`src/rtl/alu_cmd_driver.sv`:
```
// Command front-end for a combinational 4-bit ALU: registers one command at a time,
// captures the ALU result with an error flag, and queues it in a show-ahead response FIFO.
module alu_cmd_driver #(
    parameter int DATA_W     = 4,
    parameter int OP_W       = 8,
    parameter int RES_W      = 8,
    parameter int FIFO_DEPTH = 4
) (
    input  logic                            clk,
    input  logic                            rst_n,
    input  logic                            cmd_valid,
    output logic                            cmd_ready,
    input  logic [OP_W-1:0]                 cmd_opcode,
    input  logic [DATA_W-1:0]               cmd_a,
    input  logic [DATA_W-1:0]               cmd_b,
    output logic [DATA_W-1:0]               alu_a,
    output logic [DATA_W-1:0]               alu_b,
    output logic [OP_W-1:0]                 alu_opcode,
    input  logic [RES_W-1:0]                alu_result,
    output logic                            rsp_valid,
    input  logic                            rsp_ready,
    output logic [RES_W-1:0]                rsp_data,
    output logic                            rsp_err,
    output logic [$clog2(FIFO_DEPTH):0]     rsp_count,
    output logic                            busy
);

    localparam int PTR_W = $clog2(FIFO_DEPTH);
    localparam int CNT_W = PTR_W + 1;

    typedef enum logic {IDLE, EXEC} state_t;

    state_t              state_q, state_d;
    logic [DATA_W-1:0]   alu_a_q, alu_a_d;
    logic [DATA_W-1:0]   alu_b_q, alu_b_d;
    logic [OP_W-1:0]     alu_opcode_q, alu_opcode_d;
    logic                busy_q, busy_d;

    logic [RES_W-1:0]    mem_data_q [FIFO_DEPTH];
    logic                mem_err_q  [FIFO_DEPTH];
    logic [PTR_W-1:0]    rd_ptr_q, rd_ptr_d;
    logic [PTR_W-1:0]    wr_ptr_q, wr_ptr_d;
    logic [CNT_W-1:0]    count_q, count_d;
    logic [RES_W-1:0]    rsp_data_q, rsp_data_d;
    logic                rsp_err_q, rsp_err_d;

    logic                accept, push, pop, head_from_push;
    logic                push_err;
    logic [RES_W-1:0]    push_data;

    always_comb begin
        cmd_ready = (state_q == IDLE) && (count_q < CNT_W'(FIFO_DEPTH));
        accept    = cmd_valid && cmd_ready;
        push      = (state_q == EXEC);
        pop       = (count_q != '0) && rsp_ready;

        // Undefined opcodes and divide/modulo by zero report an error with zero data.
        push_err  = (alu_opcode_q > OP_W'(8'h0F)) ||
                    (((alu_opcode_q == OP_W'(8'h03)) || (alu_opcode_q == OP_W'(8'h04))) &&
                     (alu_b_q == '0));
        push_data = push_err ? '0 : alu_result;

        state_d      = state_q;
        alu_a_d      = alu_a_q;
        alu_b_d      = alu_b_q;
        alu_opcode_d = alu_opcode_q;
        if (state_q == IDLE) begin
            if (accept) begin
                alu_a_d      = cmd_a;
                alu_b_d      = cmd_b;
                alu_opcode_d = cmd_opcode;
                state_d      = EXEC;
            end
        end else begin
            state_d = IDLE;
        end
        busy_d = (state_d == EXEC);

        rd_ptr_d = pop  ? rd_ptr_q + PTR_W'(1) : rd_ptr_q;
        wr_ptr_d = push ? wr_ptr_q + PTR_W'(1) : wr_ptr_q;
        unique case ({push, pop})
            2'b10:   count_d = count_q + CNT_W'(1);
            2'b01:   count_d = count_q - CNT_W'(1);
            default: count_d = count_q;
        endcase

        // The new entry becomes head only when nothing older remains after this cycle's pop.
        head_from_push = (count_q == '0) || ((count_q == CNT_W'(1)) && pop);
        rsp_data_d = rsp_data_q;
        rsp_err_d  = rsp_err_q;
        if (count_d != '0) begin
            if (head_from_push) begin
                rsp_data_d = push_data;
                rsp_err_d  = push_err;
            end else begin
                rsp_data_d = mem_data_q[rd_ptr_d];
                rsp_err_d  = mem_err_q[rd_ptr_d];
            end
        end
    end

    always_ff @(posedge clk or negedge rst_n) begin
        if (!rst_n) begin
            state_q      <= IDLE;
            alu_a_q      <= '0;
            alu_b_q      <= '0;
            alu_opcode_q <= '0;
            busy_q       <= 1'b0;
            rd_ptr_q     <= '0;
            wr_ptr_q     <= '0;
            count_q      <= '0;
            rsp_data_q   <= '0;
            rsp_err_q    <= 1'b0;
            for (int i = 0; i < FIFO_DEPTH; i++) begin
                mem_data_q[i] <= '0;
                mem_err_q[i]  <= 1'b0;
            end
        end else begin
            state_q      <= state_d;
            alu_a_q      <= alu_a_d;
            alu_b_q      <= alu_b_d;
            alu_opcode_q <= alu_opcode_d;
            busy_q       <= busy_d;
            rd_ptr_q     <= rd_ptr_d;
            wr_ptr_q     <= wr_ptr_d;
            count_q      <= count_d;
            rsp_data_q   <= rsp_data_d;
            rsp_err_q    <= rsp_err_d;
            if (push) begin
                mem_data_q[wr_ptr_q] <= push_data;
                mem_err_q[wr_ptr_q]  <= push_err;
            end
        end
    end

    assign alu_a      = alu_a_q;
    assign alu_b      = alu_b_q;
    assign alu_opcode = alu_opcode_q;
    assign busy       = busy_q;
    assign rsp_valid  = (count_q != '0);
    assign rsp_data   = rsp_data_q;
    assign rsp_err    = rsp_err_q;
    assign rsp_count  = count_q;

endmodule

```
`config.mk`:
```
export PLATFORM = sky130hd
export DESIGN_NAME = alu_cmd_driver
export DESIGN_NICKNAME = d
export VERILOG_FILES = /design/src/rtl/alu_cmd_driver.sv
export SDC_FILE = /design/constraint.sdc
export NUM_CORES = 1
export LEC_CHECK = 0
export CAP_MARGIN = 40
export CORE_ASPECT_RATIO = 0.9
export CORE_MARGIN = 10
export CORE_UTILIZATION = 30
export DETAILED_ROUTE_END_ITERATION = 10
export GPL_TIMING_DRIVEN = 0
export SLEW_MARGIN = 10
export SYNTH_ARGS = -nofsm -noshare
export SYNTH_HDL_FRONTEND = slang
export SYNTH_SLANG_ARGS = --single-unit
```
`constraint.sdc`:
```
create_clock -name clk -period 3 [get_ports clk]
set_clock_uncertainty 0.1 [all_clocks]
set_input_delay 0.6 -clock clk [delete_from_list [all_inputs] [get_ports clk]]
set_output_delay 0.6 -clock clk [all_outputs]
set_load 0.05 [all_outputs]
```
# After elaboration in Yosys (flattened, before gate mapping)

Cells that the tools add are included.

Add/subtract/negate cells: 4
Reduce and logical (&&, ||, !) cells: 14
Magnitude comparators: 5
Muxes and demuxes: 19
Bitwise operators: 3
Equality and inequality tests: 5

Operators with widths:

| cell                                                                            | number |
|---|---|
| 8-bit two-way mux                                                               | 5 |
| 32-bit bitwise mux                                                              | 1 |
| 8-bit binary-select mux with 2-bit select                                       | 1 |
| 8-bit demux with 2-bit select                                                   | 1 |
| 8-bit by 2-bit == test with 1-bit output, second input constant                 | 1 |
| 8-bit by 3-bit == test with 1-bit output, second input constant                 | 1 |
| 8-bit by 4-bit greater-than comparator with 1-bit output, second input constant | 1 |
| 3-bit greater-or-equal comparator, second input constant                        | 2 |
| 1-bit logical AND                                                               | 6 |
| 1-bit two-way mux                                                               | 6 |
| 2-bit inverter with 3-bit output                                                | 2 |
| 3-bit one-hot mux with 2 select lines                                           | 1 |
| 3-bit nonzero test                                                              | 2 |
| 2-bit by 1-bit adder with 2-bit output, second input constant                   | 2 |
| 4-bit bitwise mux                                                               | 1 |
| 4-bit logical NOT                                                               | 1 |
| 3-bit by 1-bit adder with 3-bit output, second input constant                   | 1 |
| 3-bit by 1-bit == test with 1-bit output, second input constant                 | 1 |
| 3-bit logical NOT                                                               | 1 |
| 1-bit logical OR                                                                | 3 |
| 3-bit by 1-bit less-than comparator with 1-bit output, second input constant    | 1 |
| 3-bit less-than comparator, second input constant                               | 1 |
| 3-bit by 1-bit subtractor with 3-bit output, second input constant              | 1 |
| 1-bit binary-select mux with 2-bit select                                       | 1 |
| other kinds (6)                                                                 | 6 |

Flip-flop bits (word level): 69
Logic and storage cells: 67
Bits of input ports: 28
Output and inout bits: 31

# Logic depth before layout (Yosys ltp)

Gate-level depths: netlist of the first run.

Depth in word-level cells: 8
Depth in mapped cells: 14
Mapped depth without buffers: 12

# Worst setup path after synthesis of the first run

No wires, ideal clock.

Kind: flip-flop to flip-flop
From: register count_q[0], in the netlist rsp_count[0]
To: register rsp_data_q[6], in the netlist rsp_data[6]
Arrival time: 3.290 ns
Path buffers: 2
Setup slack: -0.526 ns
Cell stages (with the launch flop): 15
Data required time: 2.765 ns
Library setup time: 0.135 ns
Period minus slack after synthesis: 3.526 ns
Cell sequence: dfrtp_1 > inv_1 > ha_1 > nor2b_4 > inv_1 > nand2_1 > inv_1 > ha_1 > and2_0 > a311o_1 > a2111o_1 > buf_6 > buf_12 > nor2_2 > a41oi_2

Cells in the longest elaborated chain, start to end: 8
Elaborated cells on any way between the ends: 18

Ends and longest elaborated chain:

| item                                                   | line | source |
|---|---|---|
| start: declaration                                     | 43   | `logic [CNT_W-1:0] count_q, count_d;` |
| start signal: assignment                               | 126  | `count_q <= count_d;` |
| 3-bit nonzero test (*)                                 | --   |  |
| named net rsp_valid                                    | 20   | `output logic rsp_valid,` |
| 1-bit logical AND (*)                                  | 55   | `pop = (count_q != '0) && rsp_ready;` |
| 2-bit two-way mux                                      | 79   | `rd_ptr_d = pop ? rd_ptr_q + PTR_W'(1) : rd_ptr_q;` |
| 2-bit inverter with 3-bit output (not written as such) | 96   | `rsp_data_d = mem_data_q[rd_ptr_d];` |
| 8-bit binary-select mux with 2-bit select              | 96   |  |
| 8-bit two-way mux (not written as such) (2 in a row)   | 96   |  |
| 8-bit two-way mux                                      | 92   | `if (head_from_push) begin` |
| end signal: assignment                                 | 127  | `rsp_data_q <= rsp_data_d;` |
| end: declaration                                       | 44   | `logic [RES_W-1:0] rsp_data_q, rsp_data_d;` |

Mark *: on every way through the listed nets, which the timed path passes. The rest lies on a longest branch. The select of a mux whose other input is x is not followed.
A chain may end at the register's enable or synchronous reset.

# Worst setup path after layout of the first run

From: register count_q[1], in the netlist rsp_count[1]
To: register rsp_data_q[6], in the netlist rsp_data[6]

Cells in the longest elaborated chain, start to end: 8
Elaborated cells on any way between the ends: 18

Ends and longest elaborated chain:

| item                                                   | line |
|---|---|
| 3-bit nonzero test                                     | 55 |
| 1-bit logical AND                                      | 55 |
| 2-bit two-way mux                                      | 79 |
| 2-bit inverter with 3-bit output (not written as such) | 96 |
| 8-bit binary-select mux with 2-bit select              | 96 |
| 8-bit two-way mux (not written as such) (2 in a row)   | 96 |
| 8-bit two-way mux                                      | 92 |

Parallel ways exist; a longest one is shown, timed or not. The select of a mux whose other input is x is not followed.

==> impl_metrics.ini, run 1 <==
[clock_tree]
cts_buffer_depth = 2
clock_sinks = 69
cts_hold_buf = 0
clk_latency_ns = 0.33
cts_tree = yes
cts_resized = 0
numCtsBuffers = 9
cts-root-buf = clkbuf_16
cts.htree.levels = 3
path_clk_slew_ns = 0.06

[worst_setup_path]
worstSetupPathType = flop to flop
reg2reg_depth = 13
cp.arrival_ns = 3.01
critPathCaptureType = flop
start_kind = flop
required_ns = 3.15
cp_max_fo = 10

[detailed_routing]
final_antenna_net_count = 0
drc = 0
dr.pass1.iters = 4
vias = 2761
totalWireLength_mm = 9.58
viasPerCell = 4.90
wl_per_cell_microns = 17.0
first_iter_violations = 146

[die]
die_h_microns = 120
io_pins = 59
fp.dieW_microns = 132
core_area_sq_um = 10900
start_util_pct = 30.9
dieArea_sq_um = 15900
rows = 36

[place]
portBuffers = 58
place_congestion = 0.775
dp_hpwl_mm = 6.85
dp_worst_setup_slack_ns = -0.0691

[sta]
fmax_ghz = 0.350
slew_viol_final = 0
worst_slew_pin_slew_ns = 0.558
rsz0062_at_grt = false
fin_ws_ns = 0.141
max_slew_margin_pct = 62.5
worst_hold_slack_ns = 0.0879
finalHoldViolCount = 0
min_period_ns = 2.86
setup_viol = 0
fin_crit_sh_pct = 95.3

[global_routing]
grt_max_degree = 43
overflow = 0
grt_pass1_vias = 2892
grtUsageTotal_pct = 12.3
grt_pass1_wl_mm = 15.5
antenna_found_initial = 0

[yosys]
syn_inst = 326
synth_cell_types = 40
syn_area_sq_um = 3360
syn-mean-instance-area_sq_um = 10.3
yosysSeqAreaShare_pct = 51.3
synth_nets = 365
yosysWarnings = 0
ys_ff_latch = 69

[final_layout]
nNetsFinal = 446
drive_gt1_share_pct = 18.9
final_cell_mix = 67 x dfrtp_1, 61 x nand2_1, 58 x o21ai_0
mostFrequentLayoutCell = dfrtp_1
syn_to_final_growth_pct = 36.5
antennaDiodeCount = 0

[power_and_ir_drop]
leakage_nw = 1.86
vdd_drop_max_v = 0.000620
power_density_nw_per_um2 = 1230

[hold_path]
hold_path_class = primary input to asynchronous set/reset pin

[run]
maxCapViolations = 0

[status]
status = completed
==> per-layer routing <==
layer | global-route usage (%) | vias up | part of all wire [%]
met1 | 14.7 | 1363 | 45
met2 | 19.2 | 84 | 45
li1 | - | 1305 | -
met4 | 2.64 | 0 | 0.64
met3 | 6.58 | 9 | 9.6
met5 | 0 | - | 0
==> worst max-delay path, stage by stage, from the launching register on <==
cell,delay [ns]
dfrtp_2,0.43
inv_2,0.10
ha_4,0.13
nor2b_4,0.17
clkinvlp_4,0.12
nand2_2,0.11
inv_2,0.07
ha_1,0.21
and3b_1,0.18
a311o_1,0.33
a2111o_1,0.32
buf_6,0.16
buf_12,0.15
a41oi_2,0.17
==> Yosys cell counts, drive strengths merged <==
master / instances / area [sq um]
or3: 2 / 12.5
nand2b: 1 / 6.26
mux2i: 1 / 10.0
xor2: 1 / 8.76
xnor2: 1 / 8.76
dfrtp: 69 / 1730
or2: 1 / 6.26
a311o: 1 / 10.0
nand3b: 1 / 7.51
a21o: 11 / 82.6
nor2: 12 / 47.6
mux2: 17 / 191
nor4: 1 / 6.26
nor4b: 1 / 15.0
a211oi: 1 / 12.5
nor3: 1 / 10.0
a21oi: 1 / 5.00
nand3: 19 / 95.1
o21a: 1 / 7.51
a41oi: 9 / 146
or4: 1 / 7.51
and3b: 1 / 8.76
a21boi: 1 / 7.51
buf: 5 / 52.6
a2111o: 1 / 11.3
ha: 11 / 138
nor2b: 2 / 20.0
nand2: 62 / 233
and2: 2 / 12.5
inv: 8 / 30.0
or3b: 1 / 8.76
clkbuf: 11 / 41.3
a211o: 9 / 78.8
o21ai: 59 / 299
==> final cells by class <==
type | instances | area (sq um)
well taps | 152 | 190
repair buffers | 70 | 681
multi-input cells | 233 | 1550
clock inverters | 4 | 45.0
plain buffers | 16 | 93.8
fillers | 1094 | 6310
flip-flops and latches | 69 | 1730
inverters | 8 | 33.8
clock buffers | 12 | 267
==> worst paths after layout <==
| path | start | end | slack (ns) |
|---|---|---|---|
| max reg2reg | rsp_count[1]$_DFF_PN0_ | rsp_data[6]$_DFFE_PN0P_ | 0.14 |
| min reg2reg | mem_data_q[2]$_DFFE_PN0P_ | mem_data_q[2]$_DFFE_PN0P_ | 0.38 |
| max | rsp_count[1]$_DFF_PN0_ | rsp_data[6]$_DFFE_PN0P_ | 0.14 |
| min in group clk | mem_data_q[2]$_DFFE_PN0P_ | mem_data_q[2]$_DFFE_PN0P_ | 0.38 |
| min | rst_n | rsp_data[3]$_DFFE_PN0P_ | 0.09 |
| max in group asynchronous | rst_n | rsp_count[1]$_DFF_PN0_ | 2.14 |
==> power by group <==
part           internal, mW  leakage [nW]  total, mW  switching, mW
Clock                 0.706         0.158       1.09          0.387
Sequential             1.37         0.870       1.64          0.265
Combinational          1.13         0.831       2.90           1.78
==> per-stage QoR <==
step                      power, mW  area (sq um)  TNS (ns)  util [%]  cells
after floorplan                3.57          3410    -0.845         -    326
after global placement         4.40          4180    -83.70      38.3    536
after detailed placement       4.49          4220    -0.384      38.7    540
after CTS                      5.61          4530         0      41.6    556
after global routing           5.97          4590         0      42.1    564
final                          5.63          4590         0      42.1    564
==> registers in the layout, summed over array words and instances, names as in the netlist <==
register	count
mem_data_q	32
alu_opcode	8
rsp_data	8
alu_a	4
alu_b	4
mem_err_q	4
rsp_count	3
rd_ptr_q	2
wr_ptr_q	2
busy	1
rsp_err	1
==> kinds of logic after synthesis <==
logic type	Yosys count	share of synthesized area, %
and+or+nand+nor	108	14.8
AOI/OAI and AO/OA	94	19.6
DFF	69	51.3
buffers and inverters	24	3.68
muxes	18	5.99
adders and majority gates	11	4.09
xor gates and xnor gates	2	0.521
==> what timing repair did <==
action                     CTS  global route
setup buffers                0             8
setup endpoints to repair    0             9
hold endpoints to repair     0             0
(Power assumes the default switching activity.)
==> run 2, diff against run 1 <==
Settings changed: HOLD_SLACK_MARGIN from default to 0.08.
==> results of run 2 <==
Same layout as run 1: the final DEF is identical, and so are final timing and power.
==> run 3, diff against run 2 <==
Settings changed: SKIP_LAST_GASP from default to 1.
==> results of run 3 <==
Same layout as run 1: the final DEF is identical, and so are final timing and power.
